--- config.mk ---
export PLATFORM = sky130hd
export DESIGN_NAME = down_counter_sync
export DESIGN_NICKNAME = d
export VERILOG_FILES = /design/src/rtl/down_counter_sync.sv
export SDC_FILE = /design/constraint.sdc
export NUM_CORES = 1
export LEC_CHECK = 0
export ABC_CLOCK_PERIOD_IN_PS = 1890
export CORE_AREA = 3 3 40 42
export CTS_BUF_LIST = sky130_fd_sc_hd__clkbuf_4 sky130_fd_sc_hd__clkbuf_8
export CTS_CLUSTER_SIZE = 16
export DETAILED_ROUTE_END_ITERATION = 12
export DIE_AREA = 0 0 43 45
export PLACE_DENSITY_LB_ADDON = 0.05
export SLEW_MARGIN = 40
export SYNTH_ARGS = -nofsm -noshare
export SYNTH_HDL_FRONTEND = slang
export SYNTH_SLANG_ARGS = --single-unit
--- constraint.sdc ---
create_clock -name clk -period 1.89 [get_ports clk]
set_clock_uncertainty 0.1 [all_clocks]
set_input_delay 0.378 -clock clk [delete_from_list [all_inputs] [get_ports clk]]
set_output_delay 0.378 -clock clk [all_outputs]
set_load 0.01 [all_outputs]
--- src/rtl/down_counter_sync.sv ---
// -----------------------------------------------------------------------------
// down_counter_sync
//   Synchronous binary down counter with count enable, parallel load, a
//   one-shot stop-at-zero mode and a combinational borrow (terminal count)
//   output for cascading. Used as a timer/delay block.
//
// Parameters
//   WIDTH     counter width in bits (>= 2), default 3
//
// Ports
//   clk       in   1      rising-edge clock
//   reset     in   1      asynchronous, active-high reset
//   en        in   1      count enable
//   load      in   1      parallel load strobe (wins over en)
//   load_val  in   WIDTH  value loaded into Q when load=1
//   oneshot   in   1      1: stop at zero and enter HOLD; 0: wrap around
//   Q         out  WIDTH  registered count value
//   tc        out  1      borrow: en & (Q==0) & COUNT, combinational
//   done      out  1      registered, high while in HOLD
//
// Build option
//   DOWN_CNT_RELOAD_EN  when defined, every load also captures load_val into
//                       an internal reload register, and a free-running wrap
//                       from zero reloads that value (modulus load_val+1).
//                       When undefined, a wrap always goes to all-ones
//                       (modulus 2^WIDTH). Port list is the same in both builds.
// -----------------------------------------------------------------------------
module down_counter_sync #(
  parameter int WIDTH = 3
) (
  input  logic             clk,
  input  logic             reset,
  input  logic             en,
  input  logic             load,
  input  logic [WIDTH-1:0] load_val,
  input  logic             oneshot,
  output logic [WIDTH-1:0] Q,
  output logic             tc,
  output logic             done
);

  typedef enum logic {
    COUNT = 1'b0,
    HOLD  = 1'b1
  } state_t;

  localparam logic [WIDTH-1:0] ONE      = WIDTH'(1);
  localparam logic [WIDTH-1:0] ALL_ONES = {WIDTH{1'b1}};

  state_t           state_reg, state_next;
  logic [WIDTH-1:0] count_reg, count_next;
  logic             done_reg, done_next;
  logic [WIDTH-1:0] wrap_val;
  logic             count_is_zero;

  assign count_is_zero = (count_reg == '0);

`ifdef DOWN_CNT_RELOAD_EN
  // Reload value for free-running wraps. It resets to all-ones so that,
  // until the first load, this build wraps exactly like the plain build.
  logic [WIDTH-1:0] reload_reg;

  always_ff @(posedge clk or posedge reset) begin
    if (reset) begin
      reload_reg <= ALL_ONES;
    end else if (load) begin
      reload_reg <= load_val;
    end
  end

  assign wrap_val = reload_reg;
`else
  assign wrap_val = ALL_ONES;
`endif

  // State, count and done registers.
  always_ff @(posedge clk or posedge reset) begin
    if (reset) begin
      state_reg <= COUNT;
      count_reg <= ALL_ONES;
      done_reg  <= 1'b0;
    end else begin
      state_reg <= state_next;
      count_reg <= count_next;
      done_reg  <= done_next;
    end
  end

  // Next-state logic. Load overrides everything, including HOLD.
  always_comb begin
    state_next = state_reg;
    count_next = count_reg;
    done_next  = done_reg;

    if (load) begin
      state_next = COUNT;
      count_next = load_val;
      done_next  = 1'b0;
    end else begin
      case (state_reg)
        COUNT: begin
          if (en) begin
            if (!count_is_zero) begin
              count_next = count_reg - ONE;
            end else if (oneshot) begin
              // Stop at zero: Q stays 0, done rises with the state change.
              state_next = HOLD;
              done_next  = 1'b1;
            end else begin
              count_next = wrap_val;
            end
          end
        end
        HOLD: begin
          // Sticky until load or reset; en and oneshot have no effect here.
          count_next = '0;
          done_next  = 1'b1;
        end
        default: begin
          state_next = COUNT;
        end
      endcase
    end
  end

  assign Q    = count_reg;
  assign done = done_reg;
  // Borrow is combinational so a cascaded stage can count on the same edge
  // that this stage wraps.
  assign tc   = en & count_is_zero & (state_reg == COUNT);

endmodule

======== After elaboration in Yosys (flattened, before gate mapping) ========
Index checks and enable logic that the tools add are counted.
W data, S select, Z words.
word-level totals
  register bits after elaboration ......... 5
  bits of input ports ..................... 8
  output and inout bits ................... 5
  logic and storage cells ................. 29
operators by class
  $add $sub $neg .......................... 1
  eq/ne operators ......................... 4
  muxes and demuxes ....................... 15
  bitwise gates (word level) .............. 3
  reduce and logical (&&, ||, !) cells .... 3
operators with widths
  kind                   count
  $mux W3                4
  $mux W1                9
  $ne A3 B3 Y1 const B   3
  $pmux W3 S2            1
  $ne A4 B4 Y1 const B   1
  $logic_not A3 Y1       1
  $reduce_and A3 Y1      1
  $sub A3 B1 Y3 const B  1
  $and A1 B1 Y1          2
  $pmux W1 S2            1
  $reduce_and A2 Y1      1
  $not A1 Y1             1

======== Longest topological paths before layout ========
Gate-level depths: netlist of the first run.
  word-level depth ........................ 5
  mapped depth ............................ 5
  gate-level depth less buffers ........... 5

======== Least setup slack after synthesis of the first run ========
No wires, ideal clock.
  kind .................................... register to register
  start point ............................. register count_reg[0], in the netlist Q[0]
  end point ............................... register count_reg[2], in the netlist Q[2]
  setup time .............................. 0.082 ns
  data arrival time ....................... 1.636 ns
  required time ........................... 1.708 ns
  path slack .............................. 0.072 ns
  stages on the path, launching flop included .. 6
  buffers on the path ..................... 0
  clock period less this slack ............ 1.818 ns
  cells stage by stage .................... dfstp_2 inv_1 ha_1 or3_1 a32o_1 mux2_2
on the way
  longest elaborated chain between the ends .. 5
  elaborated cells on any way between the ends .. 8
  those cells by class .................... add/sub: 1; eq/ne: 1; mux: 4; reduce/logical: 2
ends and longest elaborated chain
  what                                                      RTL line  RTL
  start, declared                                           51        logic [WIDTH-1:0] count_reg, count_next;
  start signal, assigned                                    84        count_reg <= count_next;
  $sub A3 B1 Y3 / $logic_not A3 Y1 (equally long branches)  104, 56
  $mux W3                                                   103       if (!count_is_zero) begin
  $mux W3                                                   102       if (en) begin
  $pmux W3 S2                                               100       case (state_reg)
  $mux W3                                                   95        if (load) begin
Several ways; a longest one is shown, not always the timed one. The select of a mux whose other input is x is not followed.
A chain may end at the register's enable or synchronous reset.

======== Worst setup path in the final report of the first run ========
Ends and elaborated chain as after synthesis.

==> results of run 1 <==
## what timing repair did
action / in CTS / in global routing
gates resized for setup: 12 / 1
setup endpoints to repair: 3 / 2
pin swaps: 2 / 0
## per-layer routing
metal	up-vias	wire length, um	track usage, %	share of wire [%]
met5	-	0	0	0
met1	161	411	12.20	43
met4	0	22	9.036	2.3
met2	8	492	19.16	52
met3	2	26	2.390	2.7
li1	174	-	-	-
## path summary, 6_finish.rpt
path                       startpoint        end  slack [ps]  cells after the start
setup reg to reg                 Q[0]       Q[2]           4                      6
hold / removal                  reset  state_reg         240                      2
max in group asynchronous       reset       Q[2]        1220                      2
min in group clk                 done       done         410                      2
setup / recovery                 Q[0]       Q[2]           4                      6
hold reg to reg                  done       done         410                      2
## through the flow
| stage | setup TNS (ps) | cells | cell area, sq um | power, mW |
|---|---|---|---|---|
| floorplan | 0 | 35 | 311.5 | 0.2430 |
| global placement | -170.1 | 72 | 525.5 | 0.3763 |
| detailed placement | -199.9 | 72 | 525.5 | 0.3817 |
| CTS | -2.279 | 76 | 561.8 | 0.5250 |
| global route | -93.83 | 76 | 565.5 | 0.5755 |
| finish | 0 | 76 | 565.5 | 0.5297 |
## area by class of cell
type	instances	area, sq um	share of cell area (%)
timing repair buffer	22	186.4	32.96
clock buffer	4	30.03	5.310
tap	15	18.77	3.319
sequential	5	128.9	22.79
inverter	6	22.52	3.982
multi-input combinational	24	178.9	31.64
## worst max-delay path, cell delays in order, from the launching register on
cell and delay, ps:
dfstp_2 530, inv_2 50, ha_4 150, buf_4 130
or3_1 340, a32o_1 250, mux2_4 260
## layout by cell type, fill, tap and decap left out, types with 3 or more instances in the layout
master	count
nand2_1	4
clkdlybuf4s50_1	8
clkbuf_4	4
buf_4	10
o21ai_0	3
inv_1	4
dlygate4sd2_1	3
dfstp_2	3
nor2_1	3
## report_power, final
part	internal [mW]	switching [mW]
combinational	0.139	0.103
sequential	0.139	0.0125
clock	0.0940	0.0421
total	0.372	0.157
## kinds of logic (layout without fill, tap and decap cells)
logic type,count (synthesis),after routing,share of synthesized area (%)
simple gates,11,11,18.88
compound gates,10,10,20.88
buf+inv,6,32,7.228
flops,5,5,41.37
fa+ha+maj,2,2,8.031
mux,1,1,3.614
==> metrics.md, run 1 <==
| Metric | Value |
|---|---|
| CTS tree | `yes` |
| Cells after Synth | `35` |
| DR pass1 iterations | `3` |
| Netlist cell types | `16` |
| Fillers | `between 100 and 150` |
| CP Data Arrival Time | `just under 2000 ps` |
| Critical Path RT | `1950 ps` |
| Number of flops mapped to enable cells by yosys | `0` |
| Antenna fix cells | `0` |
| Kind of critical path | `register to register` |
| Rel. slew slack | `72.65%` |
| Final slew viol count | `0` |
| Initial core utilization | `24.25%` |
| Chip width | `43 um` |
| Skew-Pair Late Insertion Delay | `240 ps` |
| Hold Slack | `236.3 ps` |
| Pwr/cell area | `roughly 940 nW/um^2` |
| Final period util | `99.81%` |
| Worst Setup End Kind | `register` |
| Maxcap violations | `0` |
| CTS max path bufs | `2` |
| Yosys reg bits | `5` |
| Initial antenna violation count | `0` |
| Largest area contributor in the netlist | `dfstp_2` |
| DP HPWL | `752.7 um` |
| Count leader, synth | `inv_1` |
| TritonCTS Buffers | `3` |
| H-tree lvl count | `1` |
| Status | `complete, no violations` |
| Worst hold-check path type | `primary input to asynchronous set/reset pin` |
| Top cells by area, synth | `dfstp_2 25%, dfrtp_1 16%, ha_1 8.0%` |
| Register area share after synthesis | `41.37%` |
| Postcts setup bufs | `0` |
| Post-route setup slack | `between 3 and 4 ps` |
| Die area | `1935 sq um` |
| DR iter-0 viols | `1` |
| Hold buffers post-CTS | `0` |
| YS warnings | `0` |
| GR Overflow Total | `0` |
| Max FFs per register | `3` |
| Worst-path clk slew | `40 ps` |
| DRC errors left | `0` |
| Minimum clock period | `1886 ps` |
| Vias | `345` |
| Core area | `1285 sq um` |
| CTS root buf | `clkbuf_4` |
| Die Y | `45 um` |
| Pin count of the biggest net entering global routing | `8` |
| IO buf count | `12` |
| Synth top cells by count | `6 x inv_1, 4 x nand2_1, 3 x dfstp_2, 3 x nor2_1, 3 x o21ai_0` |
| Share of the synthesized area in the top cell type | `25.30%` |
| Final core occ | `44.01%` |
| IO Pins | `13` |
| Gr usage total | `11.29%` |
| Pre-CTS WS | `-148.1 ps` |
| Vias per Instance | `4.539` |
| Maximum VDD drop | `368.5 uV` |
| Hold Vio Cnt, Final | `0` |
| F_max | `0.5301 GHz` |
| Synthesized area | `311.5 sq um` |
| Max FO, Critical Path | `3` |
| Syn Area/Cell | `8.901 sq um` |
| Leakage | `around 0.27 nW` |
| Layout Nets | `72` |
| # setup viols final | `0` |
| Global-route wire length before repair | `1518 um` |
| Antenna viol nets, final | `0` |
| Syn Nets | `between 40 and 50` |
| Row Count | `13` |
| Drt wl/cell | `roughly 13 um` |
| Worst-margin pin slew | `399.9 ps` |
| Vias in the first global route | `361` |
| Dominant synthesized flop cell | `dfstp_2` |
| Layout cells sized above 1 | `40.98%` |
| Setup crit start kind | `register` |
| Ys async rst share | `100.0%` |
| Clk sinks | `5` |
| Routability cong. | `0.6795` |
| RSZ-0062 raised after global routing | `true` |
| P&R area growth vs syn | `81.53%` |
| Routed WL | `952 um` |
(Power assumes the default switching activity.)
==> run 2: changes to the inputs <==
--- a/config.mk
+++ b/config.mk
@@ -6,11 +6,11 @@
 export NUM_CORES = 1
 export LEC_CHECK = 0
 export ABC_CLOCK_PERIOD_IN_PS = 1890
-export CORE_AREA = 3 3 40 42
+export CORE_AREA = 2 2 39 41
 export CTS_BUF_LIST = sky130_fd_sc_hd__clkbuf_4 sky130_fd_sc_hd__clkbuf_8
 export CTS_CLUSTER_SIZE = 16
 export DETAILED_ROUTE_END_ITERATION = 12
-export DIE_AREA = 0 0 43 45
+export DIE_AREA = 0 0 41 43
 export PLACE_DENSITY_LB_ADDON = 0.05
 export SLEW_MARGIN = 40
 export SYNTH_ARGS = -nofsm -noshare
==> metrics.md, run 2 (synthesized netlist as in run 1, its figures left out) <==
| Metric | Value |
|---|---|
| IO buf count | `12 (unchanged)` |
| R2r startpoint | `Q[0]` |
| Maxcap violations | `0 (unchanged)` |
| Die Y | `43 um (-4.4%)` |
| Drt wl/cell | `11.20 um (-11%)` |
| F_max | `0.5303 GHz (about the same)` |
| Hold buffers post-CTS | `0 (unchanged)` |
| Leakage | `0.2898 nW (+8.1%)` |
| GR Overflow Total | `0 (unchanged)` |
| Vias per Instance | `4.329 (-4.6%)` |
| Critical Path RT | `1410 ps (-540 ps)` |
| Row Count | `14 (+1)` |
| Kind of critical path | `register to output pin` |
| DR pass1 iterations | `1 (-2)` |
| Layout cells sized above 1 | `42.86% (+1.9 points)` |
| Worst Setup End Kind | `output pin` |
| Rel. slew slack | `74.42% (+1.8 points)` |
| H-tree lvl count | `1 (unchanged)` |
| Global-route wire length before repair | `1490 um (-1.8%)` |
| Maximum VDD drop | `436.6 uV (+18%)` |
| Max FFs per register | `3 (unchanged)` |
| Cells on worst reg2reg path | `6 (unchanged)` |
| Status | `complete, no violations` |
| Worst-margin pin slew | `374.1 ps (-25.77 ps)` |
| # setup viols final | `0 (unchanged)` |
| Final slew viol count | `0 (unchanged)` |
| DRC errors left | `0 (unchanged)` |
| RSZ-0062 raised after global routing | `true` |
| Pwr/cell area | `911.6 nW/um^2 (-2.7%)` |
| Worst-path clk slew | `40 ps (about the same)` |
| Vias | `342 (-0.87%)` |
| Layout Nets | `74 (+2.8%)` |
| Final period util | `99.77% (about the same)` |
| Final core occ | `43.58% (-0.43 points)` |
| Routability cong. | `0.7069 (+4.0%)` |
| Vias in the first global route | `362 (+0.28%)` |
| DR iter-0 viols | `0 (-1)` |
| Setup TNS Final | `0 ps (unchanged)` |
| Gr usage total | `12.44% (+1.1 points)` |
| Clk sinks | `5 (unchanged)` |
| P&R area growth vs syn | `93.57%` |
| Setup crit start kind | `register` |
| Fillers | `148 (+8.0%)` |
| Worst hold-check path type | `primary input to asynchronous set/reset pin` |
| Reg2reg setup slack | `10 ps (about the same)` |
| Initial antenna violation count | `0 (unchanged)` |
| CTS root buf | `clkbuf_4` |
| CP Data Arrival Time | `1410 ps (-540 ps)` |
| DP HPWL | `696.6 um (-7.5%)` |
| Max FO, Critical Path | `4 (+1)` |
| Skew-Pair Late Insertion Delay | `230 ps (about the same)` |
| CTS tree | `yes` |
| Routed WL | `885 um (-7.0%)` |
| Hold Vio Cnt, Final | `0 (unchanged)` |
| Core area | `1384 sq um (+7.7%)` |
| Antenna viol nets, final | `0 (unchanged)` |
| Pin count of the biggest net entering global routing | `8 (unchanged)` |
| Antenna fix cells | `0 (unchanged)` |
| Initial core utilization | `22.51% (-1.7 points)` |
| RR Endpoint | `Q[2]` |
| IO Pins | `13 (unchanged)` |
| Commonest non-fill, non-tap cells in the layout | `10 x buf_4, 8 x clkdlybuf4s50_1, 4 x inv_1, 4 x nand2_1, 4 x clkbuf_4` |
| TritonCTS Buffers | `3 (unchanged)` |
| Final total power | `549.8 uW (+3.8%)` |
| CTS max path bufs | `2 (unchanged)` |
| Die area | `1763 sq um (-8.9%)` |
| Chip width | `41 um (-4.7%)` |
| Commonest non-fill, non-tap cell in the layout | `buf_4` |
| Minimum clock period | `1886 ps (-0.8150 ps)` |
==> run 2: cell count changes in the layout (fill, tap and decap cells not counted), sizes merged <==
cell	change
dlymetal6s2s	+1
dlygate4sd2	-1
buf	+2
==> run 2: worst max-delay path by stage <==
stage	start	endpoint	slack, ps	depth (start not counted)
floorplan	Q[0]	Q[2]	70	5
global placement	Q[0]	tc	-150	6
detailed placement	Q[0]	tc	-160	6
CTS	Q[1]	tc	-30	6
global route	Q[0]	tc	-60	6
finish	Q[0]	tc	4	6
==> run 2: through the flow <==
stage | instance area [sq um] | hold slack, ps | setup WS (ps) | cells
detailed placement | 519.2 | 416.7 | -164.4 | 72
floorplan | 311.5 | 54.34 | 71.99 | 35
global route | 603.1 | 256.1 | -59.30 | 79
global placement | 519.2 | 401.5 | -152.4 | 72
CTS | 583.1 | 234.0 | -34.21 | 78
finish | 603.1 | 233.5 | 4.355 | 79
==> run 2: critical path, cell delays in order (launching register included) <==
cell,delay [ps]
dfstp_2,540
inv_2,60
ha_4,160
and2b_2,190
nand2_1,60
nor2_1,40
buf_2,130
==> run 2: cell type report <==
type | instances | area (sq um) | share of cell area (%)
timing repair buffer | 24 | 212.7 | 35.27
multi-input combinational | 24 | 188.9 | 31.33
sequential | 5 | 128.9 | 21.37
clock buffer | 4 | 30.03 | 4.979
inverter | 6 | 22.52 | 3.734
tap | 16 | 20.02 | 3.320
==> run 2: layer usage <==
layer / up-vias / routed length (um) / track usage (%)
li1: 178 / - / -
met1: 158 / 387 / 15.79
met2: 6 / 471 / 18.75
met3: 0 / 27 / 3.141
met4: 0 / 0 / 6.000
met5: - / 0 / 0
==> run 2: repair_timing <==
action | CTS | global route
setup buffers | 2 | 1
endpoints found under the setup margin | 3 | 3
gates resized for setup | 14 | 2
cloned | 0 | 0
pin swaps | 3 | 4
==> run 2: where the power goes <==
| group | total, mW | internal, mW | leakage [nW] | switching (mW) |
|---|---|---|---|---|
| combinational | 0.263 | 0.158 | 0.212 | 0.105 |
| sequential | 0.155 | 0.140 | 0.0592 | 0.0149 |
| clock | 0.132 | 0.0937 | 0.0184 | 0.0380 |
